$ cat src/rtl/ps2_num_entry_if.sv
// Bus between the PS/2 byte source / MMIO reader and the number-entry block.
// Parameterise MAX_DIGITS to match the attached ps2_num_entry instance.
interface ps2_num_entry_if #(
    parameter int unsigned MAX_DIGITS = 9
);
    logic [7:0]              ps2_scancode;
    logic                    ps2_key_pressed;
    logic                    num_ack;
    logic [31:0]             num_buffer;
    logic                    num_valid;
    logic [4*MAX_DIGITS-1:0] entry_bcd;
    logic [3:0]              digit_count;
    logic                    busy;
    logic                    overflow;

    modport master (
        output ps2_scancode, ps2_key_pressed, num_ack,
        input  num_buffer, num_valid, entry_bcd, digit_count, busy, overflow
    );

    modport slave (
        input  ps2_scancode, ps2_key_pressed, num_ack,
        output num_buffer, num_valid, entry_bcd, digit_count, busy, overflow
    );
endinterface

$ cat src/rtl/ps2_num_entry.sv
// PS/2 set-2 scancode decoder feeding a decimal entry buffer, with a serial
// BCD-to-binary converter and a valid/ack result register for the CPU.
module ps2_num_entry #(
    parameter int unsigned MAX_DIGITS = 9
) (
    input  logic            clk_i,
    input  logic            rst_ni,
    ps2_num_entry_if.slave  bus
);
    localparam int unsigned W = 4 * MAX_DIGITS;

    typedef enum logic [1:0] {S_IDLE, S_BRK, S_EXT, S_EXT_BRK} dec_state_t;

    dec_state_t    state_q, state_d;
    logic [W-1:0]  entry_q, entry_d;
    logic [W-1:0]  snap_q, snap_d;
    logic [3:0]    count_q, count_d;
    logic [3:0]    step_q, step_d;
    logic [31:0]   acc_q, acc_d;
    logic [31:0]   buf_q, buf_d;
    logic          ovf_q, ovf_d;
    logic          busy_q, busy_d;
    logic          valid_q, valid_d;

    logic          make, ext_enter, idle_ok, start;
    logic [4:0]    dig;
    logic [31:0]   acc_next;

    // {hit, value}; main-row and keypad codes both map to 0..9
    function automatic logic [4:0] decode_digit(input logic [7:0] sc);
        logic [4:0] r;
        case (sc)
            8'h45, 8'h70: r = {1'b1, 4'd0};
            8'h16, 8'h69: r = {1'b1, 4'd1};
            8'h1E, 8'h72: r = {1'b1, 4'd2};
            8'h26, 8'h7A: r = {1'b1, 4'd3};
            8'h25, 8'h6B: r = {1'b1, 4'd4};
            8'h2E, 8'h73: r = {1'b1, 4'd5};
            8'h36, 8'h74: r = {1'b1, 4'd6};
            8'h3D, 8'h6C: r = {1'b1, 4'd7};
            8'h3E, 8'h75: r = {1'b1, 4'd8};
            8'h46, 8'h7D: r = {1'b1, 4'd9};
            default:      r = '0;
        endcase
        return r;
    endfunction

    assign dig      = decode_digit(bus.ps2_scancode);
    assign idle_ok  = !busy_q && !valid_q;
    assign acc_next = acc_q * 32'd10 + {28'd0, snap_q[W-1 -: 4]};

    always_comb begin
        state_d   = state_q;
        make      = 1'b0;
        ext_enter = 1'b0;
        if (bus.ps2_key_pressed) begin
            case (state_q)
                S_IDLE: begin
                    if (bus.ps2_scancode == 8'hF0)      state_d = S_BRK;
                    else if (bus.ps2_scancode == 8'hE0) state_d = S_EXT;
                    else                                make    = 1'b1;
                end
                S_EXT: begin
                    if (bus.ps2_scancode == 8'hF0) begin
                        state_d = S_EXT_BRK;
                    end else begin
                        state_d   = S_IDLE;
                        ext_enter = (bus.ps2_scancode == 8'h5A);
                    end
                end
                default: state_d = S_IDLE;
            endcase
        end
    end

    assign start = idle_ok && (count_q != 4'd0) &&
                   (ext_enter || (make && bus.ps2_scancode == 8'h5A));

    always_comb begin
        entry_d = entry_q;
        snap_d  = snap_q;
        count_d = count_q;
        step_d  = step_q;
        acc_d   = acc_q;
        buf_d   = buf_q;
        ovf_d   = ovf_q;
        busy_d  = busy_q;
        valid_d = valid_q;

        if (make && bus.ps2_scancode == 8'h76) begin
            entry_d = '0;
            count_d = '0;
            ovf_d   = 1'b0;
        end else if (make && idle_ok) begin
            if (dig[4]) begin
                if (count_q < 4'(MAX_DIGITS)) begin
                    entry_d = (entry_q << 4) | W'(dig[3:0]);
                    count_d = count_q + 4'd1;
                end else begin
                    ovf_d = 1'b1;
                end
            end else if (bus.ps2_scancode == 8'h66) begin
                if (count_q != 4'd0) begin
                    entry_d = entry_q >> 4;
                    count_d = count_q - 4'd1;
                end
                ovf_d = 1'b0;
            end
        end

        if (start) begin
            busy_d = 1'b1;
            snap_d = entry_q;
            acc_d  = '0;
            step_d = '0;
        end

        if (bus.num_ack && valid_q) valid_d = 1'b0;

        // Completion is evaluated after the ack so a coincident set wins.
        if (busy_q) begin
            acc_d  = acc_next;
            snap_d = snap_q << 4;
            step_d = step_q + 4'd1;
            if (step_q == 4'(MAX_DIGITS - 1)) begin
                buf_d   = acc_next;
                valid_d = 1'b1;
                busy_d  = 1'b0;
                entry_d = '0;
                count_d = '0;
                ovf_d   = 1'b0;
            end
        end
    end

    always_ff @(posedge clk_i or negedge rst_ni) begin
        if (!rst_ni) begin
            state_q <= S_IDLE;
            entry_q <= '0;
            snap_q  <= '0;
            count_q <= '0;
            step_q  <= '0;
            acc_q   <= '0;
            buf_q   <= '0;
            ovf_q   <= 1'b0;
            busy_q  <= 1'b0;
            valid_q <= 1'b0;
        end else begin
            state_q <= state_d;
            entry_q <= entry_d;
            snap_q  <= snap_d;
            count_q <= count_d;
            step_q  <= step_d;
            acc_q   <= acc_d;
            buf_q   <= buf_d;
            ovf_q   <= ovf_d;
            busy_q  <= busy_d;
            valid_q <= valid_d;
        end
    end

    assign bus.num_buffer  = buf_q;
    assign bus.num_valid   = valid_q;
    assign bus.entry_bcd   = entry_q;
    assign bus.digit_count = count_q;
    assign bus.busy        = busy_q;
    assign bus.overflow    = ovf_q;
endmodule
$ cat src/flat_wrapper.sv
// flat-port wrapper written by rule: the top's interface ports become plain ports
module ps2_num_entry_flat 
#(
    parameter int unsigned MAX_DIGITS = 9
)
  (clk_i, rst_ni, bus_ps2_scancode, bus_ps2_key_pressed, bus_num_ack, bus_num_buffer, bus_num_valid, bus_entry_bcd, bus_digit_count, bus_busy, bus_overflow);
  ps2_num_entry_if #(.MAX_DIGITS(MAX_DIGITS)) bus_i ();
  input  logic clk_i;
  input  logic rst_ni;
  input wire logic [$bits(bus_i.ps2_scancode)-1:0] bus_ps2_scancode;
  input wire logic [$bits(bus_i.ps2_key_pressed)-1:0] bus_ps2_key_pressed;
  input wire logic [$bits(bus_i.num_ack)-1:0] bus_num_ack;
  output wire logic [$bits(bus_i.num_buffer)-1:0] bus_num_buffer;
  output wire logic [$bits(bus_i.num_valid)-1:0] bus_num_valid;
  output wire logic [$bits(bus_i.entry_bcd)-1:0] bus_entry_bcd;
  output wire logic [$bits(bus_i.digit_count)-1:0] bus_digit_count;
  output wire logic [$bits(bus_i.busy)-1:0] bus_busy;
  output wire logic [$bits(bus_i.overflow)-1:0] bus_overflow;
  assign bus_i.ps2_scancode = bus_ps2_scancode;
  assign bus_i.ps2_key_pressed = bus_ps2_key_pressed;
  assign bus_i.num_ack = bus_num_ack;
  assign bus_num_buffer = bus_i.num_buffer;
  assign bus_num_valid = bus_i.num_valid;
  assign bus_entry_bcd = bus_i.entry_bcd;
  assign bus_digit_count = bus_i.digit_count;
  assign bus_busy = bus_i.busy;
  assign bus_overflow = bus_i.overflow;
  ps2_num_entry #(.MAX_DIGITS(MAX_DIGITS)) u_core (.clk_i(clk_i), .rst_ni(rst_ni), .bus(bus_i));
endmodule
$ cat config.mk
export PLATFORM = sky130hd
export DESIGN_NAME = ps2_num_entry_flat
export DESIGN_NICKNAME = d
export VERILOG_FILES = /design/src/rtl/ps2_num_entry_if.sv /design/src/rtl/ps2_num_entry.sv /design/src/flat_wrapper.sv
export SDC_FILE = /design/constraint.sdc
export NUM_CORES = 1
export LEC_CHECK = 0
export ABC_AREA = 1
export BUFFER_PORTS_ARGS = -buffer_cell sky130_fd_sc_hd__buf_2
export CORE_MARGIN = 2
export CORE_UTILIZATION = 67
export DETAILED_ROUTE_END_ITERATION = 10
export GPL_ROUTABILITY_DRIVEN = 0
export PLACE_DENSITY = 0.88
export SLEW_MARGIN = 10
export SYNTH_ARGS = -nofsm -noshare
export SYNTH_HDL_FRONTEND = slang
export SYNTH_SLANG_ARGS = --single-unit
$ cat constraint.sdc
create_clock -name clk_i -period 4.1 [get_ports clk_i]
set_input_delay 1.025 -clock clk_i [delete_from_list [all_inputs] [get_ports clk_i]]
set_output_delay 1.025 -clock clk_i [all_outputs]
set_load 0.01 [all_outputs]
==> results of run 1 <==
## cells by family (layout without fill, tap and decap cells)
family	Yosys count	in the layout
and+or+nand+nor	961	961
AOI/OAI and AO/OA	276	276
buffers and inverters	266	329
DFF	148	148
adders and majority gates	64	64
xor gates and xnor gates	18	18
## cells in the mapped netlist, types with 2 or more instances
master,n
nand2_1,649
inv_1,183
dfrtp_1,148
o21ai_0,146
nor2_1,119
nand3_1,89
ha_1,62
o21ai_1,47
clkbuf_1,34
a21oi_1,30
a31oi_1,28
buf_2,19
nor2_2,19
nand2_2,18
nand4_1,18
inv_2,17
xor2_1,14
nor3_1,10
nand3_2,9
nor2_4,9
o211ai_1,9
nand3b_1,7
buf_4,6
xnor2_1,4
and2_1,3
buf_1,3
nor4_1,3
o22ai_1,3
a32oi_1,2
clkbuf_4,2
clkinv_1,2
fa_1,2
nand4_2,2
nor3_4,2
o31ai_1,2
or2_2,2
## layout make-up
cell class,instances,area [µm²]
repair buffers,97,544.3
clock buffers,23,488.0
fillers,1259,4074
multi-input cells,1319,6584
well taps,220,275.3
inverters,202,758.2
flip-flops and latches,148,3705
clock inverters,7,96.34
## stage by stage
step | area (µm²) | setup slack (ps) | cells | hold WS, ps
after floorplan | 11320 | 1296 | 1733 | 449.6
after global placement | 11870 | 1011 | 1986 | 460.3
after detailed placement | 11870 | 922.4 | 1986 | 460.2
after CTS | 12450 | 870.6 | 2016 | 477.0
after global routing | 12450 | 647.9 | 2016 | 502.3
final | 12450 | 855.7 | 2016 | 475.5
## worst reg2reg max path: stages (launching register included)
cell and delay (ps):
dfrtp_1 430, ha_1 320, ha_1 240, inv_1 90
fa_1 460, nor2_1 190, nand4_1 100, nand2_1 150
nand3b_4 110, nor2_4 150, nand2_2 90, nor2_2 180
nand2_2 110, nor2_2 140, xor2_1 240, o21ai_1 100
## registers in the layout, indices dropped and copies added (netlist names)
signal	flops
u_core.step_q	4
u_core.bus.busy	1
u_core.snap_q	36
u_core.bus.num_valid	1
u_core.acc_q	31
u_core.bus.digit_count	4
u_core.bus.overflow	1
u_core.bus.entry_bcd	36
u_core.bus.num_buffer	32
u_core.state_q	2
## metal layers
metal	track usage	share of wire	wire, µm	vias up
li1	-	-	-	5661
met1	0.4461	0.40	12560	5419
met2	0.5937	0.48	14900	527
met3	0.06803	0.078	2430	128
met4	0.1608	0.041	1270	0
met5	0	0	0	-
## how the worst max path moves through the flow
| stage | start | endpoint | slack [ps] | cells past startpoint |
|---|---|---|---|---|
| after floorplan | u_core.acc_q[1]$_DFFE_PN0P_ | u_core.bus.num_buffer[22]$_DFFE_PN0P_ | 1300 | 15 |
| after global placement | bus_ps2_scancode[0] | u_core.bus.entry_bcd[12]$_DFF_PN0_ | 1010 | 14 |
| after detailed placement | u_core.acc_q[1]$_DFFE_PN0P_ | u_core.bus.num_buffer[22]$_DFFE_PN0P_ | 920 | 17 |
| after CTS | u_core.acc_q[1]$_DFFE_PN0P_ | u_core.bus.num_buffer[22]$_DFFE_PN0P_ | 870 | 15 |
| after global routing | u_core.acc_q[1]$_DFFE_PN0P_ | u_core.acc_q[25]$_DFFE_PN0P_ | 650 | 18 |
| final | u_core.acc_q[1]$_DFFE_PN0P_ | u_core.bus.num_buffer[22]$_DFFE_PN0P_ | 860 | 15 |
## power by group
part / internal, µW / switching (µW)
sequential: 1950 / 534
clock: 957 / 630
combinational: 1870 / 3910
==> impl_metrics.env, run 1 <==
export IMPL_status="completed"
export IMPL_synth_top_area_frac=0.3270
export IMPL_final_cell_mix="649 x nand2_1, 183 x inv_1, 147 x dfrtp_1"
export IMPL_synthAdderAreaFrac=0.07204
export IMPL_crit_buf_inv=1
export IMPL_final_core_util=0.7535
export IMPL_final_common_cell="nand2_1"
export IMPL_clkTransAtPathRegs_ps=60
export IMPL_hold_end="u_core.bus.num_buffer[25]$_DFFE_PN0P_"
export IMPL_tightest_slew_ps=1211
export IMPL_cts_tree="done"
export IMPL_synthMuxAreaShare=0
export IMPL_dr_pass1_iters=7
export IMPL_post_route_drc_count=0
export IMPL_grt_pass1_vias=11090
export IMPL_synth_xor_area_frac=0.01392
export IMPL_initial_core_util=0.6853
export IMPL_holdBufCountCts=0
export IMPL_drive_gt1_frac=0.1175
export IMPL_rr_endpoint="u_core.bus.num_buffer[22]$_DFFE_PN0P_"
export IMPL_floorplan_rows=47
export IMPL_hold_class="register to register"
export IMPL_synth_ff_latch_count=148
export IMPL_synth_top_cell_by_area="dfrtp_1"
export IMPL_layout_min_cycle_time_ps=3244
export IMPL_synth_edf_count=0
export IMPL_yosysUniqueCellTypes=47
export IMPL_syn_avg_cell_area_um2=6.535
export IMPL_ys_seq_area_frac=0.3270
export IMPL_drt_iter0_drc=1074
export IMPL_setup_violations=0
export IMPL_min_path_cells=2
export IMPL_die_h_um=134.0
export IMPL_numPortBuffers=86
export IMPL_crit_family="simple AND/OR/NAND/NOR gates"
export IMPL_worstPathArrival_ps=3530
export IMPL_wirelength_um=31160
export IMPL_crit_slowest_cell="fa_1"
export IMPL_ir_worst_vdd_v=0.0004017
export IMPL_postRouteAntennaNets=0
export IMPL_crit_chain="ha_1 -> ha_1 -> inv_1 -> fa_1 -> nor2_1 -> nand4_1 -> nand2_1 -> nand3b_4 -> nor2_4 -> nand2_2 -> nor2_2 -> nand2_2 -> nor2_2 -> xor2_1 -> o21ai_1"
export IMPL_antenna_found_initial=0
export IMPL_die_area_mm2=0.01796
export IMPL_start_kind="register"
export IMPL_vias_per_cell=5.821
export IMPL_grt_max_degree=82
export IMPL_yosysWarnings=0
export IMPL_worst_setup_path_type="register to register"
export IMPL_io_pins=87
export IMPL_worst_setup_path_end_kind="register"
export IMPL_crit_fanout=4
export IMPL_post_cts_resized=0
export IMPL_cts_sinks=148
export IMPL_slew_viol_final=0
export IMPL_area_delta_synth_final_pct=9.944
export IMPL_synthCells=1733
export IMPL_finClkSkew_ps=10.55
export IMPL_clockBufferDepth=2
export IMPL_r2r_cells=15
export IMPL_track_usage=0.3541
export IMPL_p_per_area_mw_per_mm2=791.3
export IMPL_grt_pass1_wl_um=51570
export IMPL_critical_path_max_stage_delay_ps=460
export IMPL_required_ps=4380
export IMPL_r2r_start="u_core.acc_q[1]$_DFFE_PN0P_"
export IMPL_postCtsSetupRepairBufs=0
export IMPL_synth_compound_area_frac=0.1317
export IMPL_hp_start="u_core.bus.num_buffer[25]$_DFFE_PN0P_"
export IMPL_syn_num_nets=1809
export IMPL_fin_tns_setup_ps=0
export IMPL_slew_headroom=0.1895
export IMPL_fin_nets=1861
export IMPL_dpl_hpwl_um=21900
export IMPL_p_total_uw=9853
export IMPL_rsz0062_at_grt="false"
export IMPL_overflow=0
export IMPL_finalCritPeriodShare=0.7913
export IMPL_numCtsBuffers=17
export IMPL_clock_root_buffer="clkbuf_16"
export IMPL_clk_latency_ps=430
export IMPL_synth_flop_cell="dfrtp_1"
export IMPL_fmax_ghz=0.3082
export IMPL_netlist_area_mm2=0.01132
export IMPL_vias=11740
export IMPL_cap_violations=0
export IMPL_core_area_mm2=0.01652
export IMPL_async_reset_ff_frac=1.000
export IMPL_rrSetupSlack_ps=860
export IMPL_synth_top_family_by_area="simple AND/OR/NAND/NOR gates"
export IMPL_wl_per_cell_um=15.46
export IMPL_synth_area_top_cells="dfrtp_1 33%, nand2_1 22%, ha_1 6.9%"
export IMPL_die_w_um=134.0
export IMPL_antenna_cells=0
export IMPL_yosys_area_share_simple=0.3624
export IMPL_p_leak_uw=0.006620
export IMPL_hold_violations=0
export IMPL_cts_htree_levels=4
No activity file was read; power rests on OpenSTA's default activity.
==> inputs of run 2 (changes only) <==
--- a/config.mk
+++ b/config.mk
@@ -8,10 +8,10 @@
 export ABC_AREA = 1
 export BUFFER_PORTS_ARGS = -buffer_cell sky130_fd_sc_hd__buf_2
 export CORE_MARGIN = 2
-export CORE_UTILIZATION = 67
+export CORE_UTILIZATION = 62
 export DETAILED_ROUTE_END_ITERATION = 10
 export GPL_ROUTABILITY_DRIVEN = 0
-export PLACE_DENSITY = 0.88
+export PLACE_DENSITY = 0.82
 export SLEW_MARGIN = 10
 export SYNTH_ARGS = -nofsm -noshare
 export SYNTH_HDL_FRONTEND = slang
==> constraint.sdc (replaced) <==
create_clock -name clk_i -period 3 [get_ports clk_i]
set_input_delay 0.75 -clock clk_i [delete_from_list [all_inputs] [get_ports clk_i]]
set_output_delay 0.75 -clock clk_i [all_outputs]
set_load 0.01 [all_outputs]
==> impl_metrics.env, run 2 (synthesis results as in run 1) <==
export IMPL_crit_chain="ha_1 -> ha_2 -> inv_2 -> fa_2 -> inv_2 -> nand2_2 -> nand2_2 -> nand3b_1 -> nand2_2 -> nand3_2 -> nor2_4 -> nand3_4 -> nor2_4 -> nand3_2 -> nor2_4 -> nand3_1 -> nand3_1 -> nand2_1"
export IMPL_clockBufferDepth=2
export IMPL_r2r_cells=18
export IMPL_drt_iter0_drc=1066
export IMPL_rsz0062_at_grt="true"
export IMPL_instances_no_fill=2054
export IMPL_final_common_cell="nand2_1"
export IMPL_holdBufCountCts=0
export IMPL_setup_ws_ps=-202.7
export IMPL_tightest_slew_ps=1115
export IMPL_final_core_util=0.7346
export IMPL_antenna_found_initial=0
export IMPL_start_kind="register"
export IMPL_clk_latency_ps=450
export IMPL_overflow=0
export IMPL_worst_setup_path_type="register to register"
export IMPL_violations="negative setup slack"
export IMPL_postRouteAntennaNets=0
export IMPL_layout_min_cycle_time_ps=3203
export IMPL_cap_violations=0
export IMPL_path_depth=18
export IMPL_wirelength_um=33160
export IMPL_wl_per_cell_um=16.14
export IMPL_dpl_hpwl_um=21930
export IMPL_drive_gt1_frac=0.1748
export IMPL_worst_setup_path_end_kind="register"
export IMPL_crit_slowest_cell="dfrtp_1"
export IMPL_fin_nets=1888
export IMPL_vias=11940
export IMPL_grt_pass1_vias=10780
export IMPL_core_area_mm2=0.01796
export IMPL_area_delta_synth_final_pct=16.52
export IMPL_grt_max_degree=66
export IMPL_ir_worst_vdd_v=0.0007536
export IMPL_slew_viol_final=0
export IMPL_crit_buf_inv=2
export IMPL_fmax_ghz=0.3122
export IMPL_required_ps=3330
export IMPL_track_usage=0.3267
export IMPL_dp_slack_ps=-31.48
export IMPL_worstPathArrival_ps=3530
export IMPL_initial_core_util=0.6304
export IMPL_hold_class="primary input to async pin"
export IMPL_die_h_um=139.2
export IMPL_vias_per_cell=5.812
export IMPL_numCtsBuffers=17
export IMPL_nFillCells=1412
export IMPL_slew_headroom=0.2540
export IMPL_cts_sinks=148
export IMPL_final_cell_mix="624 x nand2_1, 178 x inv_1, 146 x o21ai_0, 146 x dfrtp_1, 105 x nor2_1"
export IMPL_post_place_cells=2009
export IMPL_finClkSkew_ps=17.27
export IMPL_p_total_uw=14920
export IMPL_dr_pass1_iters=6
export IMPL_hold_violations=0
export IMPL_register_area_mm2=0.003706
export IMPL_die_area_mm2=0.01936
export IMPL_io_pins=87
export IMPL_antenna_cells=0
export IMPL_clock_root_buffer="clkbuf_16"
export IMPL_numPortBuffers=86
export IMPL_crit_fanout=3
export IMPL_rrSetupSlack_ps=-200
export IMPL_cts_htree_levels=4
export IMPL_die_w_um=139.2
export IMPL_p_per_area_mw_per_mm2=1131
export IMPL_critical_path_max_stage_delay_ps=420
export IMPL_crit_family="simple AND/OR/NAND/NOR gates"
export IMPL_post_route_drc_count=0
export IMPL_grt_pass1_wl_um=51780
export IMPL_finalCritPeriodShare=1.068
export IMPL_clkTransAtPathRegs_ps=80
export IMPL_p_leak_uw=0.006811
export IMPL_setup_violations=34
export IMPL_cts_tree="done"
export IMPL_floorplan_rows=49
export IMPL_multiInputGateArea_mm2=0.006972
export IMPL_status="finished with violations"
-- run 2: final cells by class --
cell class,count,area share
Timing Repair Buffer,124,0.06419
Tap cell,229,0.02171
Inverter,202,0.05746
Clock inverter,14,0.01413
Multi-Input combinational cell,1319,0.5284
Clock buffer,18,0.03328
Sequential cell,148,0.2809
-- run 2: through the flow --
stage	hold slack, ps	TNS, ps	cell area [µm²]
2_1_floorplan	449.6	0	11320
3_3_place_gp	461.6	0	12080
3_5_place_dp	460.3	-44.34	12080
4_1_cts	284.2	0	12730
5_1_grt	299.5	-6030	13200
6_report	250.9	-3275	13200
-- run 2: worst paths after layout --
kind                                                          to                                   from
max                        u_core.bus.num_buffer[27]$_DFFE_PN0P_            u_core.acc_q[3]$_DFFE_PN0P_
min                          u_core.bus.digit_count[1]$_DFF_PN0_                                 rst_ni
max reg2reg                u_core.bus.num_buffer[27]$_DFFE_PN0P_            u_core.acc_q[3]$_DFFE_PN0P_
min reg2reg                u_core.bus.num_buffer[25]$_DFFE_PN0P_  u_core.bus.num_buffer[25]$_DFFE_PN0P_
max in group asynchronous  u_core.bus.num_buffer[29]$_DFFE_PN0P_                                 rst_ni
min in group clk_i         u_core.bus.num_buffer[25]$_DFFE_PN0P_  u_core.bus.num_buffer[25]$_DFFE_PN0P_
-- run 2: power by group --
part,switching [µW],internal (µW)
Clock,992,1290
Combinational,6150,3100
Sequential,719,2670
Total,7860,7060
-- run 2: repair_timing --
action | 4_1_cts | 5_1_grt
pin swaps | 1 | 20
gates cloned | 0 | 0
setup endpoints to repair | 16 | 35
resized for setup | 6 | 91
buffers inserted | 1 | 12
-- run 2: per-layer routing --
layer  up-vias  wire, µm  global-route usage
met5         -         0                   0
met3       141      2407             0.06008
li1       5712         -                   -
met1      5553     13160              0.3980
met4         0      1501              0.1409
met2       531     16090              0.5683
==> inputs of run 3 (changes only) <==
--- a/config.mk
+++ b/config.mk
@@ -8,10 +8,10 @@
 export ABC_AREA = 1
 export BUFFER_PORTS_ARGS = -buffer_cell sky130_fd_sc_hd__buf_2
 export CORE_MARGIN = 2
-export CORE_UTILIZATION = 62
+export CORE_UTILIZATION = 67
 export DETAILED_ROUTE_END_ITERATION = 10
 export GPL_ROUTABILITY_DRIVEN = 0
-export PLACE_DENSITY = 0.82
+export PLACE_DENSITY = 0.88
 export SLEW_MARGIN = 10
 export SYNTH_ARGS = -nofsm -noshare
 export SYNTH_HDL_FRONTEND = slang
==> constraint.sdc (replaced) <==
create_clock -name clk_i -period 4.04 [get_ports clk_i]
set_input_delay 1.01 -clock clk_i [delete_from_list [all_inputs] [get_ports clk_i]]
set_output_delay 1.01 -clock clk_i [all_outputs]
set_load 0.01 [all_outputs]
==> impl_metrics.env, run 3 (synthesis results as in run 1) <==
export IMPL_fmax_ghz=0.3001
export IMPL_cts_tree="done"
export IMPL_slew_viol_final=0
export IMPL_holdBufCountCts=0
export IMPL_numPortBuffers=86
export IMPL_dr_pass1_iters=7
export IMPL_layout_min_cycle_time_ps=3332
export IMPL_final_cell_mix="649 x nand2_1, 183 x inv_1, 147 x dfrtp_1"
export IMPL_core_area_mm2=0.01652
export IMPL_clkTransAtPathRegs_ps=60
export IMPL_worst_setup_path_end_kind="register"
export IMPL_wl_per_cell_um=15.20
export IMPL_hold_violations=0
export IMPL_required_ps=4310
export IMPL_cts_htree_levels=4
export IMPL_vias=11730
export IMPL_drive_gt1_frac=0.1195
export IMPL_antenna_cells=0
export IMPL_finClkSkew_ps=11.39
export IMPL_clock_root_buffer="clkbuf_16"
export IMPL_nFillCells=1270
export IMPL_start_kind="register"
export IMPL_ir_worst_vdd_v=0.0004155
export IMPL_cap_violations=0
export IMPL_final_area_mm2=0.01246
export IMPL_status="completed"
export IMPL_area_delta_synth_final_pct=10.05
export IMPL_grt_max_degree=76
export IMPL_vias_per_cell=5.811
export IMPL_crit_fanout=4
export IMPL_finalCritPeriodShare=0.8247
export IMPL_dpl_hpwl_um=21920
export IMPL_floorplan_rows=47
export IMPL_fin_tns_setup_ps=0
export IMPL_die_area_mm2=0.01796
export IMPL_drt_iter0_drc=1086
export IMPL_p_total_uw=9919
export IMPL_grt_pass1_vias=10840
export IMPL_grt_pass1_wl_um=50540
export IMPL_die_w_um=134.0
export IMPL_post_cts_resized=0
export IMPL_slew_headroom=0.2602
export IMPL_die_h_um=134.0
export IMPL_initial_core_util=0.6853
export IMPL_fin_nets=1862
export IMPL_clk_latency_ps=430
export IMPL_grt_met3_usage=0.05669
export IMPL_overflow=0
export IMPL_clockBufferDepth=2
export IMPL_tightest_slew_ps=1106
export IMPL_postRouteAntennaNets=0
export IMPL_gr_usage_met2=0.5932
export IMPL_worstPathArrival_ps=3610
export IMPL_track_usage=0.3470
export IMPL_final_common_cell="nand2_1"
export IMPL_cts_sinks=148
export IMPL_worst_setup_path_type="register to register"
export IMPL_hold_class="register to register"
export IMPL_grt_util_met1=0.4346
export IMPL_numCtsBuffers=17
export IMPL_post_route_drc_count=0
export IMPL_top_usage_layer="met2"
export IMPL_rrSetupSlack_ps=710
export IMPL_place_area_mm2=0.01187
export IMPL_p_per_area_mw_per_mm2=795.9
export IMPL_rsz0062_at_grt="false"
export IMPL_io_pins=87
export IMPL_postCtsSetupRepairBufs=0
export IMPL_setup_violations=0
export IMPL_wirelength_um=30690
export IMPL_p_leak_uw=0.006627
export IMPL_antenna_found_initial=0
run 3: changes by cell type in the layout (fill, tap and decap cells not counted), moves of 5 or more:
cell and delta:
nand3_1 +11, ha_2 -7, buf_4 -18, inv_1 +5
nand2_1 +25, nor2_1 +12, nor2_4 -15, ha_1 +13
nand2_2 -25, buf_12 -8, inv_2 -5, ha_4 -6
nand3_2 -8
run 3: final timing paths:
path	from	depth (start not counted)	to
max	u_core.acc_q[1]$_DFFE_PN0P_	15	u_core.bus.num_buffer[22]$_DFFE_PN0P_
max reg2reg	u_core.acc_q[1]$_DFFE_PN0P_	15	u_core.bus.num_buffer[22]$_DFFE_PN0P_
min in group asynchronous	rst_ni	1	u_core.bus.digit_count[2]$_DFF_PN0_
min reg2reg	u_core.bus.num_buffer[26]$_DFFE_PN0P_	2	u_core.bus.num_buffer[26]$_DFFE_PN0P_
max in group asynchronous	rst_ni	2	u_core.bus.num_buffer[18]$_DFFE_PN0P_
min	u_core.bus.num_buffer[26]$_DFFE_PN0P_	2	u_core.bus.num_buffer[26]$_DFFE_PN0P_
run 3: final cells by class:
class                      count  area, µm²  share of cell area
inverter                     202      758.2             0.06084
clock inverter                13      146.4             0.01175
sequential                   148       3705              0.2973
multi-input combinational   1319       6584              0.5283
clock buffer                  19      442.9             0.03554
tap                          220      275.3             0.02209
timing repair buffer          98      551.8             0.04427
run 3: power by group:
group	switching (µW)	internal [µW]	total [µW]
sequential	529	1980	2510
clock	673	935	1610
combinational	3910	1890	5800
run 3: critical path, cell delays in order (launching register included):
cell      delay (ps)
dfrtp_1          430
ha_1             320
ha_1             240
inv_1             80
fa_1             460
nor2_1           190
nand4_1          100
nand2_1          150
nand3b_4         110
nor2_4           160
nand2_2          100
nor2_2           210
nand2_2          110
nor2_2           130
xor2_1           270
o21ai_1          110
run 3: through the flow:
step	std cells	utilization	setup slack, ps	hold WS (ps)
6_report	2019	0.7542	708.2	479.3
5_1_grt	2019	0.7542	479.6	499.9
4_1_cts	2019	0.7542	770.2	477.9
3_5_place_dp	1987	0.7186	781.8	460.6
3_3_place_gp	1987	0.7186	842.1	459.8
2_1_floorplan	1733	-	1236	449.6
run 3: per-layer routing:
metal | up-vias | wire length [µm]
met5 | - | 0
met3 | 104 | 2251
met1 | 5446 | 12400
li1 | 5654 | -
met4 | 0 | 1137
met2 | 529 | 14900
